--- src/rtl/dram_cache_port_sched.sv ---
// Single-port command scheduler in front of the cache DRAM.
// Arbitrates tag-hit reads against fill-FIFO writes onto one registered
// valid/ready command port. Reads win by default; a watermark drain mode and
// a starvation limit force fill writes through.
//
// Ports:
//   clk, rst_n        clock, synchronous active-low reset
//   rd_valid_i/rd_ready_o/rd_addr_i       read request handshake (ready is combinational)
//   fifo_empty_i/fifo_cnt_i/fifo_data_i   show-ahead fill FIFO status and head {addr, data}
//   fifo_rden_o                           pop fill FIFO (combinational)
//   cmd_valid_o/cmd_ready_i               command handshake (valid registered)
//   cmd_write_o/cmd_addr_o/cmd_data_o     registered command payload

`ifndef AXI_ADDR_WIDTH
`define AXI_ADDR_WIDTH 32
`endif
`ifndef AXI_DATA_WIDTH
`define AXI_DATA_WIDTH 64
`endif

module dram_cache_port_sched #(
  parameter int unsigned ADDR_WIDTH   = `AXI_ADDR_WIDTH,
  parameter int unsigned DATA_WIDTH   = `AXI_DATA_WIDTH,
  parameter int unsigned CNT_WIDTH    = 5,
  parameter int unsigned HI_WM        = 12,
  parameter int unsigned LO_WM        = 4,
  parameter int unsigned STARVE_LIMIT = 3
) (
  input  logic                           clk,
  input  logic                           rst_n,
  input  logic                           rd_valid_i,
  output logic                           rd_ready_o,
  input  logic [ADDR_WIDTH-1:0]          rd_addr_i,
  input  logic                           fifo_empty_i,
  input  logic [CNT_WIDTH-1:0]           fifo_cnt_i,
  output logic                           fifo_rden_o,
  input  logic [ADDR_WIDTH+DATA_WIDTH-1:0] fifo_data_i,
  output logic                           cmd_valid_o,
  input  logic                           cmd_ready_i,
  output logic                           cmd_write_o,
  output logic [ADDR_WIDTH-1:0]          cmd_addr_o,
  output logic [DATA_WIDTH-1:0]          cmd_data_o
);

  localparam int unsigned FD_WIDTH = ADDR_WIDTH + DATA_WIDTH;

  localparam logic [CNT_WIDTH-1:0] HI_CNT     = CNT_WIDTH'(HI_WM);
  localparam logic [CNT_WIDTH-1:0] LO_CNT     = CNT_WIDTH'(LO_WM);
  localparam logic [CNT_WIDTH-1:0] STARVE_MAX = CNT_WIDTH'(STARVE_LIMIT);

  localparam logic [0:0] S_IDLE  = 1'b0;
  localparam logic [0:0] S_ISSUE = 1'b1;

  logic [0:0]            state, state_nxt;
  logic                  drain_mode, drain_nxt;
  logic [CNT_WIDTH-1:0]  starve_cnt, starve_nxt;
  logic                  cmd_valid_nxt;
  logic                  cmd_write_nxt;
  logic [ADDR_WIDTH-1:0] cmd_addr_nxt;
  logic [DATA_WIDTH-1:0] cmd_data_nxt;
  logic                  wr_force;
  logic                  wr_grant;

  // Write is forced ahead of reads by drain mode or an exhausted starvation budget.
  assign wr_force = !fifo_empty_i && (drain_mode || (starve_cnt == STARVE_MAX));
  assign wr_grant = wr_force || (!rd_valid_i && !fifo_empty_i);

  // Next-state, grant and payload selection.
  always_comb begin
    state_nxt     = state;
    drain_nxt     = drain_mode;
    starve_nxt    = starve_cnt;
    cmd_valid_nxt = cmd_valid_o;
    cmd_write_nxt = cmd_write_o;
    cmd_addr_nxt  = cmd_addr_o;
    cmd_data_nxt  = cmd_data_o;
    rd_ready_o    = 1'b0;
    fifo_rden_o   = 1'b0;

    case (state)
      S_IDLE: begin
        if (wr_grant) begin
          fifo_rden_o   = 1'b1;
          cmd_valid_nxt = 1'b1;
          cmd_write_nxt = 1'b1;
          cmd_addr_nxt  = fifo_data_i[FD_WIDTH-1 -: ADDR_WIDTH];
          cmd_data_nxt  = fifo_data_i[DATA_WIDTH-1:0];
          starve_nxt    = '0;
          state_nxt     = S_ISSUE;
        end else if (rd_valid_i) begin
          rd_ready_o    = 1'b1;
          cmd_valid_nxt = 1'b1;
          cmd_write_nxt = 1'b0;
          cmd_addr_nxt  = rd_addr_i;
          cmd_data_nxt  = '0;
          // Saturating: a write is forced before the count could pass the limit.
          if (!fifo_empty_i && (starve_cnt != STARVE_MAX))
            starve_nxt = starve_cnt + CNT_WIDTH'(1);
          state_nxt     = S_ISSUE;
        end
      end
      S_ISSUE: begin
        if (cmd_ready_i) begin
          cmd_valid_nxt = 1'b0;
          state_nxt     = S_IDLE;
        end
      end
      default: state_nxt = S_IDLE;
    endcase

    // Watermark hysteresis, evaluated every cycle regardless of state.
    if (fifo_cnt_i >= HI_CNT)
      drain_nxt = 1'b1;
    else if (fifo_cnt_i <= LO_CNT)
      drain_nxt = 1'b0;

    // Starvation only accrues while fills are actually waiting.
    if (fifo_empty_i)
      starve_nxt = '0;

    // Handshake strobes stay low while reset is held.
    if (!rst_n) begin
      rd_ready_o  = 1'b0;
      fifo_rden_o = 1'b0;
    end
  end

  // State and registered outputs.
  always_ff @(posedge clk) begin
    if (!rst_n) begin
      state       <= S_IDLE;
      drain_mode  <= 1'b0;
      starve_cnt  <= '0;
      cmd_valid_o <= 1'b0;
      cmd_write_o <= 1'b0;
      cmd_addr_o  <= '0;
      cmd_data_o  <= '0;
    end else begin
      state       <= state_nxt;
      drain_mode  <= drain_nxt;
      starve_cnt  <= starve_nxt;
      cmd_valid_o <= cmd_valid_nxt;
      cmd_write_o <= cmd_write_nxt;
      cmd_addr_o  <= cmd_addr_nxt;
      cmd_data_o  <= cmd_data_nxt;
    end
  end

endmodule
--- config.mk ---
export PLATFORM = sky130hd
export DESIGN_NAME = dram_cache_port_sched
export DESIGN_NICKNAME = d
export VERILOG_FILES = /design/src/rtl/dram_cache_port_sched.sv
export SDC_FILE = /design/constraint.sdc
export NUM_CORES = 1
export LEC_CHECK = 0
export CORE_UTILIZATION = 40
export DETAILED_ROUTE_END_ITERATION = 10
export HOLD_SLACK_MARGIN = 0.03
export PLACE_DENSITY = 0.81
export SLEW_MARGIN = 40
export SYNTH_ARGS = -nofsm -noshare
export SYNTH_HDL_FRONTEND = slang
export SYNTH_SLANG_ARGS = --single-unit
--- constraint.sdc ---
create_clock -name clk -period 2.4 [get_ports clk]
set_clock_uncertainty 0.05 [all_clocks]
set_input_delay 0.48 -clock clk [delete_from_list [all_inputs] [get_ports clk]]
set_output_delay 0.48 -clock clk [all_outputs]
set_load 0.03 [all_outputs]
==> flow_metrics.py, run 1 <==
metrics = {
    "grt": {
        "grt_use_total_pct": 23.6,
        "antenna_found_initial": 0,
        "grtUsageMet1_pct": 25.3,
        "globalRoute.busiestLayer": "met2",
        "grtUsageMet2_pct": 42.4,
        "grtUsageMet3_pct": 6.87,
        "gr-total-overflow": 0,
        "grt_pass1_vias": 4551,
        "grt_max_degree": 71,
        "grt_pass1_wl_um": 21600,
    },
    "route": {
        "drtIter0Drc": 249,
        "drc": 0,
        "viasPerCell": 5.31,
        "wire_per_inst_um": 16.5,
        "postRouteAntennaNets": 0,
        "first_pass_iters": 6,
        "drt-total-wl_um": 14300,
        "vias": 4603,
    },
    "synthesis": {
        "synthCells": 502,
        "syn_nets": 641,
        "synth_compound_area_share_pct": 25.5,
        "synth_edf_count": 0,
        "seq_area_frac_synth_pct": 46.5,
        "synth.distinct_cells": 29,
        "synth-async-reset-ratio_pct": 0,
        "synth-xor-area-share_pct": 0,
        "yosys.area.top_type_share_pct": 46.5,
        "synth_top_family_by_area": "compound AO/OA/AOI/OAI gates",
        "synth_fa_ha_area_share_pct": 0.277,
        "yosys.area_share.simple_pct": 12.4,
        "syn_area_um2": 4520,
        "ys.flop_type": "dfxtp_1",
        "netlist_top_cells_area": "dfxtp_1 (46%), nor2b_1 (9.1%), a21oi_1 (8.9%)",
        "ys_warn_count": 0,
        "synth.avg_cell_area_um2": 9.01,
        "synth.area.mux_share_pct": 7.09,
        "synth_top_cell_by_area": "dfxtp_1",
        "yosys_register_bits": 105,
    },
    "worst_setup_path": {
        "cp_cell_sequence": "ha_4, or4b_4, buf_4, buf_4, a2111oi_0, a21oi_1, nor2b_1",
        "rr_endpoint": "cmd_data_o[33]$_SDFFE_PN0P_",
        "rr_startpoint": "starve_cnt[0]$_SDFFE_PP0P_",
        "critical_path_class": "register to register",
        "r2r_cells": 7,
        "end_kind": "register",
        "cpPeakStageDelay_ps": 580,
        "rrSetupSlack_ps": 30,
        "slowest_stage": "a2111oi_0",
        "required_ps": 2630,
        "crit_family": "compound AO/OA/AOI/OAI gates",
        "cp_num_buf_inv": 2,
        "arrival_ps": 2590,
        "cp-start-kind": "register",
        "critical_path_peak_fanout": 32,
        "cpMostUsedCell": "buf_4",
    },
    "final_layout": {
        "drive_above_1_share_pct": 7.43,
        "fin_util_pct": 67.7,
        "layout_commonest_cell": "clkdlybuf4s50_1",
        "final_nets": 861,
        "diodes": 0,
        "mostFrequentLayoutCells": "clkdlybuf4s50_1 (234), dfxtp_1 (103), a21oi_1 (78), nor2b_1 (65), inv_1 (38)",
        "syn_to_final_growth_pct": 63.8,
        "stdcell_count": 867,
    },
    "clocking": {
        "hold_buffers": 0,
        "cts_buffers": 9,
        "clockRootBuffer": "clkbuf_16",
        "htreeDepth": 3,
        "cts_buffer_depth": 2,
        "clock_sinks": 105,
        "clk_pin_slew_ps": 70,
        "cts_tree": "built",
        "clk_latency_ps": 340,
    },
    "power": {
        "cellPowerDensity_nw_per_um2": 600,
        "peakVddDrop_mv": 0.401,
        "power_mw": 4.44,
        "p_leak_nw": 2.74,
    },
    "floorplan": {
        "io_pins": 238,
        "floorplan.initialDensity_pct": 41.3,
        "core_area_um2": 10900,
        "die_area_um2": 11700,
        "die_h_um": 108,
        "num_rows": 38,
        "die_w_um": 108,
    },
    "timing": {
        "rsz0062_at_grt": "yes",
        "worst_slew_pin_slew_ps": 618,
        "period_share_pct": 98.6,
        "fin_ws_ps": 33.1,
        "max_freq_ghz": 0.423,
        "post-route-min-period_ps": 2370,
        "setup_viol": 0,
        "whs_ps": 431,
        "report.final.hold_viol_count": 0,
        "drv_slew": 0,
        "relSlewSlack_pct": 58.2,
    },
    "place": {
        "dp_worst_setup_slack_ps": 126,
        "dp_cells": 844,
        "io_buffers": 237,
        "gp_congestion": 0.795,
        "post-dp-hpwl_um": 9940,
    },
    "job": {
        "maxCapViolCount": 0,
    },
    "hold_path": {
        "hp-class": "register to register",
        "hold_depth": 2,
        "hold_end": "cmd_valid_o$_SDFFE_PN0P_",
        "hp-start": "cmd_valid_o$_SDFFE_PN0P_",
    },
    "outcome": {
        "status": "finished clean",
    },
}
per-stage QoR:
stage / TNS (ps) / instance area (um2)
3_3_place_gp: 0 / 7020
5_1_grt: -21.5 / 7400
6_report: 0 / 7400
4_1_cts: 0 / 7330
3_5_place_dp: 0 / 7020
2_1_floorplan: 0 / 4530
worst max-delay path by stage:
stage                                     from                           to  slack, ps  cells after the start
detailed placement  starve_cnt[0]$_SDFFE_PP0P_  cmd_data_o[37]$_SDFFE_PN0P_        130                      6
global route        starve_cnt[0]$_SDFFE_PP0P_                  fifo_rden_o        -20                      5
CTS                 starve_cnt[0]$_SDFFE_PP0P_                  fifo_rden_o         30                      5
global placement                  fifo_empty_i                  fifo_rden_o        130                      5
finish              starve_cnt[0]$_SDFFE_PP0P_  cmd_data_o[33]$_SDFFE_PN0P_         30                      7
floorplan           starve_cnt[0]$_SDFFE_PP0P_                  fifo_rden_o         40                      6
layout make-up:
type | count | area (um2)
Inverter | 38 | 143
Clock inverter | 7 | 53.8
Fill cell | 862 | 3530
Timing Repair Buffer | 258 | 2590
Clock buffer | 9 | 225
Sequential cell | 105 | 2110
Multi-Input combinational cell | 310 | 2110
Tap cell | 140 | 175
power by group:
group	internal, mW	switching [mW]
combinational	0.556	0.574
clock	0.712	0.684
sequential	1.85	0.0606
total	3.12	1.32
cells in the mapped netlist, types with 3 or more instances:
master and n:
nand2_1 5, a21oi_1 80, nor2_1 5, mux2i_1 32
nor2b_1 66, dfxtp_1 105, a22oi_1 27, o21ai_0 34
clkbuf_1 40, nand3_1 5, a21boi_0 3, a2111oi_0 37
nand2b_1 5, buf_2 4, inv_1 38, buf_8 3
cells by family after synthesis:
kind of cell,Yosys count
buffers and inverters,87
AND/OR/NAND/NOR,93
AO/OA/AOI/OAI,184
flip-flops,105
multiplexers,32
adder cells (fa/ha/maj),1
state kept, by name (all words and copies together) (netlist names):
| name | cells |
|---|---|
| cmd_addr_o | 32 |
| cmd_data_o | 64 |
| starve_cnt | 5 |
| cmd_valid_o | 1 |
| cmd_write_o | 1 |
| state | 1 |
| drain_mode | 1 |
layer usage:
layer / routed length (um) / part of all wire [%] / vias to the layer above
met5: 0 / 0 / -
met3: 1180 / 8.2 / 35
met2: 7270 / 51 / 195
met1: 5400 / 38 / 2160
met4: 438 / 3.1 / 0
li1: - / - / 2213
worst min-delay path, cell delays in order, from the launching register on:
cell      delay, ps
dfxtp_1         310
nand2_1          50
a21boi_0         80
timing repair:
item	4_1_cts	5_1_grt
buffers inserted	2	5
endpoints found under the hold margin	0	0
gates resized for setup	5	12
setup endpoints to repair	2	8
cloned	0	0
pin swaps	3	4
(Power assumes the default switching activity.)
==> run 2: changes to the inputs <==
--- a/config.mk
+++ b/config.mk
@@ -5,10 +5,11 @@
 export SDC_FILE = /design/constraint.sdc
 export NUM_CORES = 1
 export LEC_CHECK = 0
-export CORE_UTILIZATION = 40
+export CORE_MARGIN = 3
+export CORE_UTILIZATION = 36
 export DETAILED_ROUTE_END_ITERATION = 10
 export HOLD_SLACK_MARGIN = 0.03
-export PLACE_DENSITY = 0.81
+export PLACE_DENSITY = 0.77
 export SLEW_MARGIN = 40
 export SYNTH_ARGS = -nofsm -noshare
 export SYNTH_HDL_FRONTEND = slang
==> constraint.sdc (replaced) <==
create_clock -name clk -period 2 [get_ports clk]
set_clock_uncertainty 0.05 [all_clocks]
set_input_delay 0.4 -clock clk [delete_from_list [all_inputs] [get_ports clk]]
set_output_delay 0.4 -clock clk [all_outputs]
set_load 0.03 [all_outputs]
==> run 2 against run 1 <==
Compared with the run above:
- the run now ends with negative setup slack left
- core utilization fell by 2.5 points
- sequential share of layout area fell by 2.0 points
- register-to-register slack got worse by 110 ps
- clock power rose by 21%
- highest routed layer unchanged
- sequential cell count did not move
- die area rose by 19%
- count of clock-buffer cells in the layout rose by 1
- largest power group unchanged
- critical endpoint is now fifo_rden_o
==> flow_metrics.py, run 2 (synthesis gave the netlist of run 1 again) <==
metrics = {
    "floorplan": {
        "die_h_um": 118,
        "die_area_um2": 13900,
        "core_area_um2": 12200,
        "num_rows": 40,
        "floorplan.initialDensity_pct": 37.2,
        "io_pins": 238,
        "die_w_um": 118,
    },
    "job": {
        "maxCapViolCount": 0,
    },
    "place": {
        "io_buffers": 237,
        "post-dp-hpwl_um": 10900,
        "gp_congestion": 0.784,
    },
    "hold_path": {
        "hp-class": "register to register",
    },
    "power": {
        "p_sw_mw": 1.64,
        "p_sw_share_pct": 29.8,
        "peakVddDrop_mv": 0.472,
        "internal_power_mw": 3.87,
        "p_seq_share_pct": 41.7,
        "p_leak_nw": 2.89,
        "cellPowerDensity_nw_per_um2": 694,
        "clkPwrFrac_pct": 30.6,
        "comb_power_share_pct": 27.7,
    },
    "final_layout": {
        "drive_above_1_share_pct": 13.3,
        "fin_util_pct": 65.2,
        "fillers": 993,
        "top_register": "cmd_data_o",
        "syn_to_final_growth_pct": 75.5,
        "final_nets": 877,
        "mostFrequentLayoutCells": "clkdlybuf4s50_1 (234), dfxtp_1 (103), a21oi_1 (77), nor2b_1 (65), inv_1 (38)",
        "layout_commonest_cell": "clkdlybuf4s50_1",
        "reg.largest.list": "cmd_data_o: 64 flops, cmd_addr_o: 32 flops, starve_cnt: 5 flops",
        "largest_reg_flops": 64,
    },
    "route": {
        "drc": 0,
        "wire_per_inst_um": 17.7,
        "viasPerCell": 5.12,
        "postRouteAntennaNets": 0,
        "vias": 4666,
        "first_pass_iters": 6,
        "drt-total-wl_um": 16200,
        "drtIter0Drc": 243,
    },
    "timing": {
        "period_share_pct": 112,
        "post-route-min-period_ps": 2240,
        "whs_ps": 445,
        "report.final.hold_viol_count": 0,
        "setup_viol": 20,
        "worst_slew_pin_slew_ps": 683,
        "fin_ws_ps": -237,
        "relSlewSlack_pct": 54.4,
        "drv_slew": 0,
        "rsz0062_at_grt": "yes",
        "setup_tns_ps": -948,
        "max_freq_ghz": 0.447,
    },
    "clocking": {
        "clk_latency_ps": 340,
        "cts_buffer_depth": 2,
        "clock_sinks": 105,
        "htreeDepth": 3,
        "cts_tree": "built",
        "clockRootBuffer": "clkbuf_16",
        "clk_pin_slew_ps": 70,
        "cts_buffers": 9,
        "hold_buffers": 0,
    },
    "worst_setup_path": {
        "end_kind": "output pin",
        "critical_path_peak_fanout": 4,
        "required_ps": 1550,
        "arrival_ps": 1790,
        "critical_path_class": "register to output pin",
        "cp-start-kind": "register",
    },
    "grt": {
        "grt_use_total_pct": 21.2,
        "antenna_found_initial": 1,
        "gr-total-overflow": 0,
        "grt_pass1_wl_um": 24200,
        "grt_max_degree": 65,
        "grt_pass1_vias": 4685,
    },
    "outcome": {
        "violations": "negative setup slack",
        "status": "finished with violations",
    },
}
[run 2: changes by cell type in the layout (fill, tap and decap cells not counted), moves of 3 or more]
cell and delta:
a2111oi_0 -30, a2111oi_2 +18, a2111oi_1 +10, mux2i_1 -7, clkbuf_16 +5, mux2i_2 +5, buf_4 +4, buf_12 +3
[run 2: cell type report]
type	count	area, um2	area share [%]
antenna	1	2.50	0.0315
clock buffer	10	239	3.01
inverter	38	143	1.80
clock inverter	6	43.8	0.552
timing repair buffer	274	2870	36.2
tap	168	210	2.65
multi-input combinational	310	2320	29.3
sequential	105	2100	26.5
[run 2: timing repair]
action | 4_1_cts | 5_1_grt
pin swaps | 5 | 29
gates cloned | 1 | 6
gates resized for setup | 20 | 66
setup endpoints to repair | 12 | 96
setup buffers | 5 | 1
[run 2: path summary, 6_finish.rpt]
kind | slack [ps] | cells after the start | from | endpoint
worst max register to register | -80 | 6 | starve_cnt[0]$_SDFFE_PP0P_ | cmd_data_o[39]$_SDFFE_PN0P_
worst min-delay path | 450 | 2 | cmd_valid_o$_SDFFE_PN0P_ | cmd_valid_o$_SDFFE_PN0P_
worst max-delay path | -240 | 5 | starve_cnt[0]$_SDFFE_PP0P_ | fifo_rden_o
worst min register to register | 450 | 2 | cmd_valid_o$_SDFFE_PN0P_ | cmd_valid_o$_SDFFE_PN0P_
[run 2: metal layers]
layer	GRT usage [%]	routed length [um]	vias to the layer above
li1	-	-	2247
met1	23.3	6060	2214
met2	37.8	8430	184
met3	7.54	1360	21
met4	7.11	300	0
met5	0	0	-
[run 2: metrics by stage]
step / instance area (um2) / power, mW / instances / setup WS [ps]
finish: 7940 / 5.51 / 912 / -237
global route: 7940 / 5.75 / 912 / -286
CTS: 7580 / 5.41 / 906 / -259
detailed placement: 7170 / 3.70 / 884 / -157
global placement: 7170 / 3.67 / 884 / -133
floorplan: 4560 / 3.02 / 502 / -81.7
[run 2: critical path, cell delays in order, from the launching register on]
cell	delay (ps)
dfxtp_2	350
ha_4	130
or4b_4	520
a21oi_2	160
and2_4	160
buf_8	130
[run 2: power groups by stage]
stage / Sequential, mW / Clock [mW] / Combinational (mW)
after floorplan: 2.59 / 0 / 0.426
after global placement: 2.33 / 0 / 1.34
after detailed placement: 2.34 / 0 / 1.36
after CTS: 2.30 / 1.71 / 1.41
after global routing: 2.31 / 1.81 / 1.62
final: 2.30 / 1.69 / 1.52
==> run 3: changes to the inputs <==
--- a/config.mk
+++ b/config.mk
@@ -6,10 +6,10 @@
 export NUM_CORES = 1
 export LEC_CHECK = 0
 export CORE_MARGIN = 3
-export CORE_UTILIZATION = 36
+export CORE_UTILIZATION = 43
 export DETAILED_ROUTE_END_ITERATION = 10
 export HOLD_SLACK_MARGIN = 0.03
-export PLACE_DENSITY = 0.77
+export PLACE_DENSITY = 0.87
 export SLEW_MARGIN = 40
 export SYNTH_ARGS = -nofsm -noshare
 export SYNTH_HDL_FRONTEND = slang
==> constraint.sdc (replaced) <==
create_clock -name clk -period 2.9 [get_ports clk]
set_clock_uncertainty 0.05 [all_clocks]
set_input_delay 0.58 -clock clk [delete_from_list [all_inputs] [get_ports clk]]
set_output_delay 0.58 -clock clk [all_outputs]
set_load 0.03 [all_outputs]
==> run 3 against run 2 <==
Compared with the run above:
- sequential power decreased by 31%
- combinational power decreased by 41%
- count of clock-buffer cells in the layout unchanged
- via count decreased by 2.5%
- cell count decreased by 6.4%
- worst hold slack got worse by 28 ps
- clock power decreased by 39%
- the run now ends clean
==> flow_metrics.py, run 3 (synthesis gave the netlist of run 1 again) <==
metrics = {
    "outcome": {
        "status": "finished clean",
    },
    "floorplan": {
        "die_h_um": 109,
        "core_area_um2": 10000,
        "io_pins": 238,
        "die_w_um": 109,
        "num_rows": 36,
        "floorplan.initialDensity_pct": 45.2,
        "die_area_um2": 11800,
    },
    "timing": {
        "period_share_pct": 93.4,
        "report.final.hold_viol_count": 0,
        "post-route-min-period_ps": 2710,
        "worst_slew_pin_slew_ps": 671,
        "max_freq_ghz": 0.369,
        "relSlewSlack_pct": 55.3,
        "drv_slew": 0,
        "setup_tns_ps": 0,
        "rsz0062_at_grt": "no",
        "whs_ps": 417,
        "setup_viol": 0,
    },
    "place": {
        "gp_congestion": 0.819,
        "io_buffers": 237,
        "post-dp-hpwl_um": 10600,
    },
    "final_layout": {
        "drive_above_1_share_pct": 5.69,
        "top_register": "cmd_data_o",
        "mostFrequentLayoutCells": "clkdlybuf4s50_1 (234), dfxtp_1 (105), a21oi_1 (78), nor2b_1 (65), inv_1 (38)",
        "reg.largest.list": "cmd_data_o: 64 flops, cmd_addr_o: 32 flops, starve_cnt: 5 flops",
        "final_nets": 855,
        "layout_commonest_cell": "clkdlybuf4s50_1",
        "syn_to_final_growth_pct": 59.0,
        "diodes": 0,
        "largest_reg_flops": 64,
    },
    "route": {
        "drt-total-wl_um": 14900,
        "vias": 4550,
        "postRouteAntennaNets": 0,
        "first_pass_iters": 5,
        "viasPerCell": 5.33,
        "wire_per_inst_um": 17.5,
        "drtIter0Drc": 236,
        "drc": 0,
    },
    "worst_setup_path": {
        "crit_family": "simple AND/OR/NAND/NOR gates",
        "cpPeakStageDelay_ps": 560,
        "critical_path_class": "register to output pin",
        "required_ps": 2270,
        "cp_num_buf_inv": 1,
        "end_kind": "output pin",
        "arrival_ps": 2080,
        "slowest_stage": "or4b_4",
        "cp-start-kind": "register",
        "critical_path_peak_fanout": 7,
        "cp_cell_sequence": "ha_1, or4b_4, a21oi_2, and2_1, buf_4",
    },
    "clocking": {
        "hold_buffers": 0,
        "htreeDepth": 3,
        "cts_tree": "built",
        "clk_latency_ps": 360,
        "cts_buffers": 9,
        "cts_buffer_depth": 2,
        "clk_pin_slew_ps": 100,
        "postCtsSetupRepairBufs": 0,
        "clock_sinks": 105,
        "clockRootBuffer": "clkbuf_8",
        "cts_resized": 0,
    },
    "grt": {
        "grt_use_total_pct": 24.1,
        "grt_pass1_wl_um": 22400,
        "grt_max_degree": 68,
        "grt_pass1_vias": 4556,
        "antenna_found_initial": 0,
        "gr-total-overflow": 0,
    },
    "job": {
        "maxCapViolCount": 0,
    },
    "power": {
        "p_leak_nw": 2.66,
        "cellPowerDensity_nw_per_um2": 490,
        "peakVddDrop_mv": 0.274,
    },
    "hold_path": {
        "hp-class": "register to register",
    },
}
## run 3: area by class of cell
| class | instances | area, um2 |
|---|---|---|
| tap | 133 | 166 |
| sequential | 105 | 2100 |
| inverter | 38 | 143 |
| fill | 752 | 2810 |
| timing repair buffer | 250 | 2460 |
| clock inverter | 6 | 87.6 |
| multi-input combinational | 312 | 2090 |
| clock buffer | 10 | 138 |
## run 3: power by group
part	switching (mW)	internal (mW)
clock	0.520	0.514
sequential	0.0565	1.53
combinational	0.463	0.433
total	1.04	2.48
## run 3: routing by layer
metal / global-route usage [%] / part of all wire (%) / up-vias / wire [um]
met5: 0 / 0 / - / 0
met4: 9.56 / 2.2 / 0 / 328
met3: 8.30 / 9.4 / 24 / 1410
met2: 42.7 / 52 / 177 / 7750
met1: 26.2 / 36 / 2144 / 5450
li1: - / - / 2205 / -
## run 3: path summary, 6_finish.rpt
kind | depth (start not counted) | startpoint | to | slack (ps)
max reg2reg | 6 | starve_cnt[0]$_SDFFE_PP0P_ | cmd_addr_o[30]$_SDFFE_PN0P_ | 420
min | 2 | cmd_valid_o$_SDFFE_PN0P_ | cmd_valid_o$_SDFFE_PN0P_ | 420
max | 5 | starve_cnt[0]$_SDFFE_PP0P_ | fifo_rden_o | 190
min reg2reg | 2 | cmd_valid_o$_SDFFE_PN0P_ | cmd_valid_o$_SDFFE_PN0P_ | 420
## run 3: worst register-to-register path: cells and delay by family, from the launching register on
family | cells | cell delay, ps
compound gates | 2 | 280
fa+ha+maj | 1 | 280
buf+inv | 1 | 480
flops | 1 | 400
mux | 1 | 320
simple gates | 1 | 560
## run 3: stage by stage
step	total power, mW	setup WS, ps	area (um2)	utilization, %	cells
finish	3.52	190	7190	71.9	854
floorplan	2.08	240	4520	-	502
CTS	3.54	26.5	7140	71.4	849
global route	3.67	47.2	7190	71.9	854
detailed placement	2.52	303	6920	69.2	833
global placement	2.49	204	6910	69.1	833
